<file path="config.mk">
export PLATFORM = sky130hd
export DESIGN_NAME = axi_lite_rd_slave_ctrl_flat
export DESIGN_NICKNAME = d
export VERILOG_FILES = /design/src/rtl/axi_lite_rd_slave_ctrl_if.sv /design/src/rtl/axi_lite_rd_slave_ctrl.sv /design/src/flat_wrapper.sv
export SDC_FILE = /design/constraint.sdc
export NUM_CORES = 1
export LEC_CHECK = 0
export CELL_PAD_IN_SITES_DETAIL_PLACEMENT = 1
export CELL_PAD_IN_SITES_GLOBAL_PLACEMENT = 2
export CORE_MARGIN = 10
export CORE_UTILIZATION = 20
export CTS_BUF_LIST = sky130_fd_sc_hd__clkbuf_16
export CTS_CLUSTER_SIZE = 16
export DETAILED_ROUTE_END_ITERATION = 16
export HOLD_SLACK_MARGIN = 0.1
export PLACE_DENSITY = 0.81
export SYNTH_ARGS = -nofsm -noshare
export SYNTH_HDL_FRONTEND = slang
export SYNTH_SLANG_ARGS = --single-unit
</file>
<file path="constraint.sdc">
create_clock -name ACLK -period 1.6 [get_ports ACLK]
set_input_delay 0.32 -clock ACLK [delete_from_list [all_inputs] [get_ports ACLK]]
set_output_delay 0.32 -clock ACLK [all_outputs]
set_load 0.005 [all_outputs]
</file>
<file path="src/rtl/axi_lite_rd_slave_ctrl_if.sv">
// AXI4-Lite read address / read data channels shared by the read slave
// controller and whatever masters it.
interface axi_lite_rd_if #(
  parameter int ADDR_W = 32,
  parameter int DATA_W = 32
);
  logic              ARVALID;
  logic              ARREADY;
  logic [ADDR_W-1:0] ARADDR;
  logic [2:0]        ARPROT;
  logic              RVALID;
  logic              RREADY;
  logic [DATA_W-1:0] RDATA;
  logic [1:0]        RRESP;

  modport master (
    output ARVALID, ARADDR, ARPROT, RREADY,
    input  ARREADY, RVALID, RDATA, RRESP
  );

  modport slave (
    input  ARVALID, ARADDR, ARPROT, RREADY,
    output ARREADY, RVALID, RDATA, RRESP
  );
endinterface

</file>
<file path="src/rtl/axi_lite_rd_slave_ctrl.sv">
// AXI4-Lite read slave: decodes one read at a time, fetches it from a local
// register bank with a one-cycle strobe and holds the response until RREADY.
module axi_lite_rd_slave_ctrl #(
  parameter int ADDR_W     = 32,
  parameter int DATA_W     = 32,
  parameter int NUM_REGS   = 16,
  parameter int PROT_CHECK = 0,
  parameter int ERRCNT_W   = 8,
  localparam int IDX_W     = (NUM_REGS > 1) ? $clog2(NUM_REGS) : 1
) (
  input  logic                ACLK,
  input  logic                ARESETn,
  axi_lite_rd_if.slave        bus,
  output logic                reg_rd_en,
  output logic [IDX_W-1:0]    reg_rd_addr,
  input  logic [DATA_W-1:0]   reg_rd_data,
  input  logic                reg_rd_err,
  output logic [ERRCNT_W-1:0] err_cnt,
  output logic                busy
);

  localparam logic [1:0] RESP_OKAY   = 2'b00;
  localparam logic [1:0] RESP_SLVERR = 2'b10;
  localparam logic [1:0] RESP_DECERR = 2'b11;

  // One extra bit so the limit never wraps for a full-width address space.
  localparam logic [ADDR_W:0] OFFSET_LIMIT = (ADDR_W+1)'(NUM_REGS * 4);

  typedef enum logic [1:0] {IDLE, REQ, WAIT, RESP} state_t;

  state_t                state_q, state_d;
  logic                  arready_q, arready_d;
  logic                  rvalid_q, rvalid_d;
  logic [DATA_W-1:0]     rdata_q, rdata_d;
  logic [1:0]            rresp_q, rresp_d;
  logic                  rd_en_d;
  logic [IDX_W-1:0]      rd_addr_d;
  logic [ERRCNT_W-1:0]   err_cnt_d;
  logic                  busy_d;

  logic dec_err, align_err, prot_err;
  logic unused_prot;

  assign dec_err     = {1'b0, bus.ARADDR} >= OFFSET_LIMIT;
  assign align_err   = bus.ARADDR[1:0] != 2'b00;
  assign prot_err    = (PROT_CHECK != 0) && !bus.ARPROT[0];
  assign unused_prot = ^bus.ARPROT[2:1];

  always_comb begin
    state_d   = state_q;
    arready_d = arready_q;
    rvalid_d  = rvalid_q;
    rdata_d   = rdata_q;
    rresp_d   = rresp_q;
    rd_en_d   = 1'b0;
    rd_addr_d = reg_rd_addr;
    err_cnt_d = err_cnt;
    case (state_q)
      IDLE: begin
        arready_d = 1'b1;
        if (bus.ARVALID && arready_q) begin
          arready_d = 1'b0;
          // Decode errors outrank alignment, which outranks protection.
          if (dec_err || align_err || prot_err) begin
            state_d  = RESP;
            rvalid_d = 1'b1;
            rdata_d  = '0;
            rresp_d  = dec_err ? RESP_DECERR : RESP_SLVERR;
          end else begin
            state_d   = REQ;
            rd_en_d   = 1'b1;
            rd_addr_d = bus.ARADDR[IDX_W+1:2];
          end
        end
      end
      REQ: state_d = WAIT;
      WAIT: begin
        state_d  = RESP;
        rvalid_d = 1'b1;
        rdata_d  = reg_rd_data;
        rresp_d  = reg_rd_err ? RESP_SLVERR : RESP_OKAY;
      end
      RESP: begin
        if (bus.RREADY) begin
          state_d   = IDLE;
          rvalid_d  = 1'b0;
          rdata_d   = '0;
          rresp_d   = RESP_OKAY;
          arready_d = 1'b1;
          if (rresp_q != RESP_OKAY && err_cnt != '1)
            err_cnt_d = err_cnt + ERRCNT_W'(1);
        end
      end
      default: state_d = IDLE;
    endcase
    busy_d = (state_d != IDLE);
  end

  always_ff @(posedge ACLK or negedge ARESETn) begin
    if (!ARESETn) begin
      state_q     <= IDLE;
      arready_q   <= 1'b0;
      rvalid_q    <= 1'b0;
      rdata_q     <= '0;
      rresp_q     <= RESP_OKAY;
      reg_rd_en   <= 1'b0;
      reg_rd_addr <= '0;
      err_cnt     <= '0;
      busy        <= 1'b0;
    end else begin
      state_q     <= state_d;
      arready_q   <= arready_d;
      rvalid_q    <= rvalid_d;
      rdata_q     <= rdata_d;
      rresp_q     <= rresp_d;
      reg_rd_en   <= rd_en_d;
      reg_rd_addr <= rd_addr_d;
      err_cnt     <= err_cnt_d;
      busy        <= busy_d;
    end
  end

  assign bus.ARREADY = arready_q;
  assign bus.RVALID  = rvalid_q;
  assign bus.RDATA   = rdata_q;
  assign bus.RRESP   = rresp_q;

endmodule

</file>
<file path="src/flat_wrapper.sv">
// flat-port wrapper written by rule: the top's interface ports become plain ports
module axi_lite_rd_slave_ctrl_flat 
#(
  parameter int ADDR_W     = 32,
  parameter int DATA_W     = 32,
  parameter int NUM_REGS   = 16,
  parameter int PROT_CHECK = 0,
  parameter int ERRCNT_W   = 8,
  localparam int IDX_W     = (NUM_REGS > 1) ? $clog2(NUM_REGS) : 1
)
  (ACLK, ARESETn, reg_rd_en, reg_rd_addr, reg_rd_data, reg_rd_err, err_cnt, busy, bus_ARVALID, bus_ARADDR, bus_ARPROT, bus_RREADY, bus_ARREADY, bus_RVALID, bus_RDATA, bus_RRESP);
  axi_lite_rd_if #(.ADDR_W(ADDR_W), .DATA_W(DATA_W)) bus_i ();
  input  logic ACLK;
  input  logic ARESETn;
  output logic reg_rd_en;
  output logic [IDX_W-1:0] reg_rd_addr;
  input  logic [DATA_W-1:0] reg_rd_data;
  input  logic reg_rd_err;
  output logic [ERRCNT_W-1:0] err_cnt;
  output logic busy;
  input wire logic [$bits(bus_i.ARVALID)-1:0] bus_ARVALID;
  input wire logic [$bits(bus_i.ARADDR)-1:0] bus_ARADDR;
  input wire logic [$bits(bus_i.ARPROT)-1:0] bus_ARPROT;
  input wire logic [$bits(bus_i.RREADY)-1:0] bus_RREADY;
  output wire logic [$bits(bus_i.ARREADY)-1:0] bus_ARREADY;
  output wire logic [$bits(bus_i.RVALID)-1:0] bus_RVALID;
  output wire logic [$bits(bus_i.RDATA)-1:0] bus_RDATA;
  output wire logic [$bits(bus_i.RRESP)-1:0] bus_RRESP;
  assign bus_i.ARVALID = bus_ARVALID;
  assign bus_i.ARADDR = bus_ARADDR;
  assign bus_i.ARPROT = bus_ARPROT;
  assign bus_i.RREADY = bus_RREADY;
  assign bus_ARREADY = bus_i.ARREADY;
  assign bus_RVALID = bus_i.RVALID;
  assign bus_RDATA = bus_i.RDATA;
  assign bus_RRESP = bus_i.RRESP;
  axi_lite_rd_slave_ctrl #(.ADDR_W(ADDR_W), .DATA_W(DATA_W), .NUM_REGS(NUM_REGS), .PROT_CHECK(PROT_CHECK), .ERRCNT_W(ERRCNT_W)) u_core (.ACLK(ACLK), .ARESETn(ARESETn), .bus(bus_i), .reg_rd_en(reg_rd_en), .reg_rd_addr(reg_rd_addr), .reg_rd_data(reg_rd_data), .reg_rd_err(reg_rd_err), .err_cnt(err_cnt), .busy(busy));
endmodule
</file>
* Yosys cells after proc, flatten, opt, wreduce, memory -nomap -nowiden *
Index checks and enable logic that the tools add are counted.
W data, S select, Z words.

word-level totals
  register bits = 52

operators by class
  $add $sub $neg = 1
  $lt $le $gt $ge = 1
  equal/unequal tests = 7
  muxes and demuxes = 24
  bitwise logic cells = 1
  reduce and logical (&&, ||, !) cells = 13

operators by type and width
  cell                   number
  $mux W32               3
  $pmux W32 S3           1
  $ge A32 B7 Y1 const B  1
  $mux W2                7
  $mux W1                9
  $add A8 B1 Y8 const B  1
  $ne A8 B8 Y1 const B   1
  $pmux W2 S4            1
  $reduce_bool A2 Y1     4
  $pmux W2 S3            1
  $reduce_and A3 Y1      2
  $eq A2 B2 Y1 const B   2
  $ne A2 B1 Y1 const B   2
  $reduce_and A4 Y1      1
  $pmux W1 S3            1
  $reduce_bool A3 Y1     1
  $eq A2 B1 Y1 const B   1
  $logic_and A1 B1 Y1    2
  $logic_not A2 Y1       1
  $ne A2 B2 Y1 const B   1
  $pmux W1 S2            1
  $reduce_and A2 Y1      1
  $logic_or A1 B1 Y1     1
  $not A1 Y1             1

* Depth between registers and ports, before layout *
  depth after elaboration = 6
  gate-level depth with buffers = 6
  mapped depth without buffers = 5

* Worst setup path after synthesis *
No wires, ideal clock.

  path kind = reg2reg
  from = register u_core.state_q[1]
  to = register u_core.reg_rd_addr[0]
  library setup time = 125 ps
  arrival = 1580 ps
  path slack = -105 ps
  cell stages (with the launch flop) = 6
  path buffers = 2
  clock period less this slack = 1705 ps
  path through = dfrtp_1 -> buf_6 -> or3_1 -> buf_2 -> nor3_4 -> mux2_2

on the way
  longest elaborated chain between the ends = 2

ends and longest elaborated chain
  element                             RTL line                       RTL
  start: declaration                  axi_lite_rd_slave_ctrl.sv:31   state_t state_q, state_d;
  start signal: assignment            axi_lite_rd_slave_ctrl.sv:111  state_q <= state_d;
  $logic_not A2 Y1                    axi_lite_rd_slave_ctrl.sv:58   case (state_q)
  $reduce_and A3 Y1 (no source line)  --
  end signal: assignment              axi_lite_rd_slave_ctrl.sv:117  reg_rd_addr <= rd_addr_d;
  end: declaration                    axi_lite_rd_slave_ctrl.sv:15   output logic [IDX_W-1:0] reg_rd_addr,

No other way between the ends.
A chain may end at the register's enable or synchronous reset.

* Worst setup path after layout *
  from = register u_core.state_q[0]
  to = register u_core.reg_rd_addr[2]

The elaborated chain is that of the path after synthesis.

==> reports/qor.csv <==
metric,value,unit
crit path cell chain,"buf_4, or3_4, nor3_4, buf_6, mux2_4",
Async SR Flop Fraction,100,%
synthesized-area fraction occupied by adder cells,0.602,%
mux cell area share after synthesis,2.71,%
Port Buf Inserts,118,
largest family of logic cells by synthesized area,compound AO/OA/AOI/OAI gates,
first-pass GRT wire length,13500,µm
post-synth net total,231,
min Tclk post-route,1.72,ns
fin. max-slew vios,0,
"top cells by count, synth","dfrtp_1 (52), a22o_1 (32), nand2_1 (7), nor4_1 (7), nand4_1 (6)",
wire per inst,19.4,µm
Worst-path clk slew,0.07,ns
CP Launch Type,flop,
total CTS buffers,5,
CTS root buffer,clkbuf_16,
vias in the first global route,2378,
synth warn,0,
RSZ-0062 raised after global routing,yes,
predominant post-synthesis flop cell,dfrtp_1,
slew margin rel.,74.5,%
Power Dens Cells,1680,mW/mm²
sequential-to-total area share from yosys stat,62.7,%
CP required,1.78,ns
HPWL Detailed,5890,µm
Total GRT Usage,11.6,%
worst setup margin,-0.121,ns
H-tree Lvls,2,
DR iter-0 viols,70,
antenna-violating nets left,0,
XOR/XNOR share of the synthesized area,2.95,%
crit path kind,flop to flop,
Setup TNS,-2.77,ns
Post-Route WL,8900,µm
Post-synth EDFFs,0,
Pre-antenna DRT Iters,4,
Yosys reg bits,52,
CP max FO,5,
Worst R2R Path Depth,5,
CTS tree,done,
status,"finished, violations left",
GRT Max-Usage Layer,met2,
Final setup viols,38,
crit-path leading delay family,simple AND/OR/NAND/NOR gates,
Static Leak,1.87,nW
Initial Utilization,20.3,%
die height,122,µm
CP bufs+invs,2,
die area,0.0149,mm²
Clock power frac,17.7,%
Fin. Hold Viols,0,
met1 Resource Use GR,12.7,%
ranking of synthesized cells by area,"dfrtp_1 (63%), a22o_1 (13%), mux2_2 (2.7%), nor4_1 (2.1%), nand4_1 (1.8%)",
Syn Area/Cell,13.1,µm²
crit path capture type,flop,
post-synth top area cell,dfrtp_1,
GP Congestion,0.737,
final worst path period share,108,%
WHS Path Cells,1,
Gate Count Post-Synth,158,
Post-DP Area,0.00361,mm²
class of the worst hold path,flop to flop,
Die W,122,µm
most frequent cell after synthesis,dfrtp_1,
Clock Latency Late Sink,0.29,ns
Internal Power,4.70,mW
Clock Skews,0.00888,ns
synthesis-to-layout area growth,97.5,%
initial antenna violation count,1,
Comb power frac,50.2,%
total of max-cap violations,0,
total power,6.87,mW
met3 GRT Util,3.70,%
fraction of layout cells with a size suffix above 1,23.7,%
WP data arrival,1.90,ns
Clock Tree Buf Depth,2,
Worst VDD drop,672,µV
"slowest stage delay, CP",0.45,ns
Filler cells,1103,
post-route cell area,0.00410,mm²
Max Clock Freq,581,MHz
clk sink count,52,
via count,2021,
post-synth top area share,62.7,%
io pins,122,
routed vias/inst,4.41,
failing checks,setup timing,
CP Depth,5,
Switching Share,31.6,%
simple-gate area share of the yosys netlist,10.4,%
switching power,2.17,mW
met2 Usage GRT,21.3,%
Congestion Overflow GR,0,
Core ar.,0.0102,mm²
Synth Area in Compound Gates,17.3,%
row count,37,
Mapped Area,0.00208,mm²
DRC errors left,0,
"Distinct cells, synth",33,
"Max stage delay cell, worst path",dfrtp_2,
pin count of the biggest net entering global routing,33,
sequential share of power,32.1,%
"Net count, final",393,
Slew @ Worst Pin,0.379,ns
cell type report:
type                            instances  area [µm²]  share of cell area, %
Clock buffer                            5         125                   3.05
Clock inverter                          3        42.5                   1.04
Inverter                                3        11.3                  0.275
Sequential cell                        52        1300                   31.8
Timing Repair Buffer                  165        1600                   39.0
Tap cell                              136         170                   4.15
Antenna cell                            1        2.50                 0.0610
Multi-Input combinational cell         93         848                   20.7
power by group through the flow:
stage                     logic, mW  registers (mW)  clock network (mW)
after floorplan                1.00            2.24                   0
after global placement         2.87            2.17                   0
after detailed placement       2.94            2.20                   0
after CTS                      3.50            2.22                1.27
after global routing           3.74            2.28                1.34
final                          3.45            2.21                1.22
flip-flops by register name (all words and copies together) (netlist names):
register,cells
u_core.reg_rd_addr,4
u_core.state_q,2
u_core.reg_rd_en,1
u_core.bus.ARREADY,1
u_core.bus.RDATA,32
u_core.busy,1
u_core.err_cnt,8
u_core.bus.RRESP,2
u_core.bus.RVALID,1
cell usage in the layout (no fill, tap or decap), drive strengths merged, types with 2 or more instances in the layout:
master,netlist,final
clkdlybuf4s50,0,82
dlygate4sd2,0,28
o21ai,3,3
a22o,32,32
clkdlybuf4s15,0,4
clkbuf,4,6
buf,6,46
and3,2,2
nor2,4,4
dfrtp,52,52
xnor2,4,4
clkinv,0,2
mux2,5,5
nand4,6,6
inv,3,3
nand2,7,7
xor2,3,3
nand3,3,3
nor2b,2,2
nand2b,2,2
dlymetal6s2s,0,3
nor4,7,7
cell families (layout without fill, tap and decap cells):
family | count (synthesis) | count (layout)
AO/OA/AOI/OAI | 43 | 43
XOR/XNOR | 7 | 7
adder cells (fa/ha/maj) | 1 | 1
multiplexers | 5 | 5
flip-flops | 52 | 52
other | 0 | 1
AND/OR/NAND/NOR | 37 | 37
buffers and inverters | 13 | 176
per-stage QoR:
step           std cells  worst slack [ns]  util, %  hold slack (ns)
3_5_place_dp         428            -0.687     35.3            0.356
4_1_cts              456            -0.112     39.9            0.508
6_report             458            -0.121     40.1            0.500
3_3_place_gp         428            -0.582     35.3            0.353
2_1_floorplan        158           -0.0363        -           0.0244
5_1_grt              458            -0.170     40.1            0.528
timing repair:
action / CTS / global route
pin swaps: 20 / 22
buffers inserted: 16 / 5
setup endpoints to repair: 45 / 51
hold endpoints to repair: 52 / 0
gates cloned: 3 / 1
hold buffers: 1 / 0
gates resized for setup: 61 / 13
path summary, 6_finish.rpt:
kind | from | end | slack (ns)
worst max-delay path | u_core.state_q[0]$_DFF_PN0_ | u_core.reg_rd_addr[2]$_DFFE_PN0P_ | -0.12
worst min-delay path | u_core.err_cnt[7]$_DFFE_PN0P_ | u_core.err_cnt[7]$_DFFE_PN0P_ | 0.50
worst max register to register | u_core.state_q[0]$_DFF_PN0_ | u_core.reg_rd_addr[2]$_DFFE_PN0P_ | -0.12
worst min register to register | u_core.err_cnt[7]$_DFFE_PN0P_ | u_core.err_cnt[7]$_DFFE_PN0P_ | 0.50
max in group asynchronous | ARESETn | u_core.state_q[0]$_DFF_PN0_ | 0.72
min in group asynchronous | ARESETn | u_core.bus.RDATA[7]$_DFFE_PN0P_ | 0.59
worst reg2reg max path: stages, from the launching register on:
cell	delay (ns)
dfrtp_2	0.45
buf_4	0.16
or3_4	0.38
nor3_4	0.17
buf_6	0.15
mux2_4	0.30
per-layer routing:
layer	share of wire (%)	wire length, µm
met1	38	3380
met2	54	4850
met3	6.3	559
met4	1.3	112
met5	0	0
Note: power is estimated with default switching activity, not from simulation.
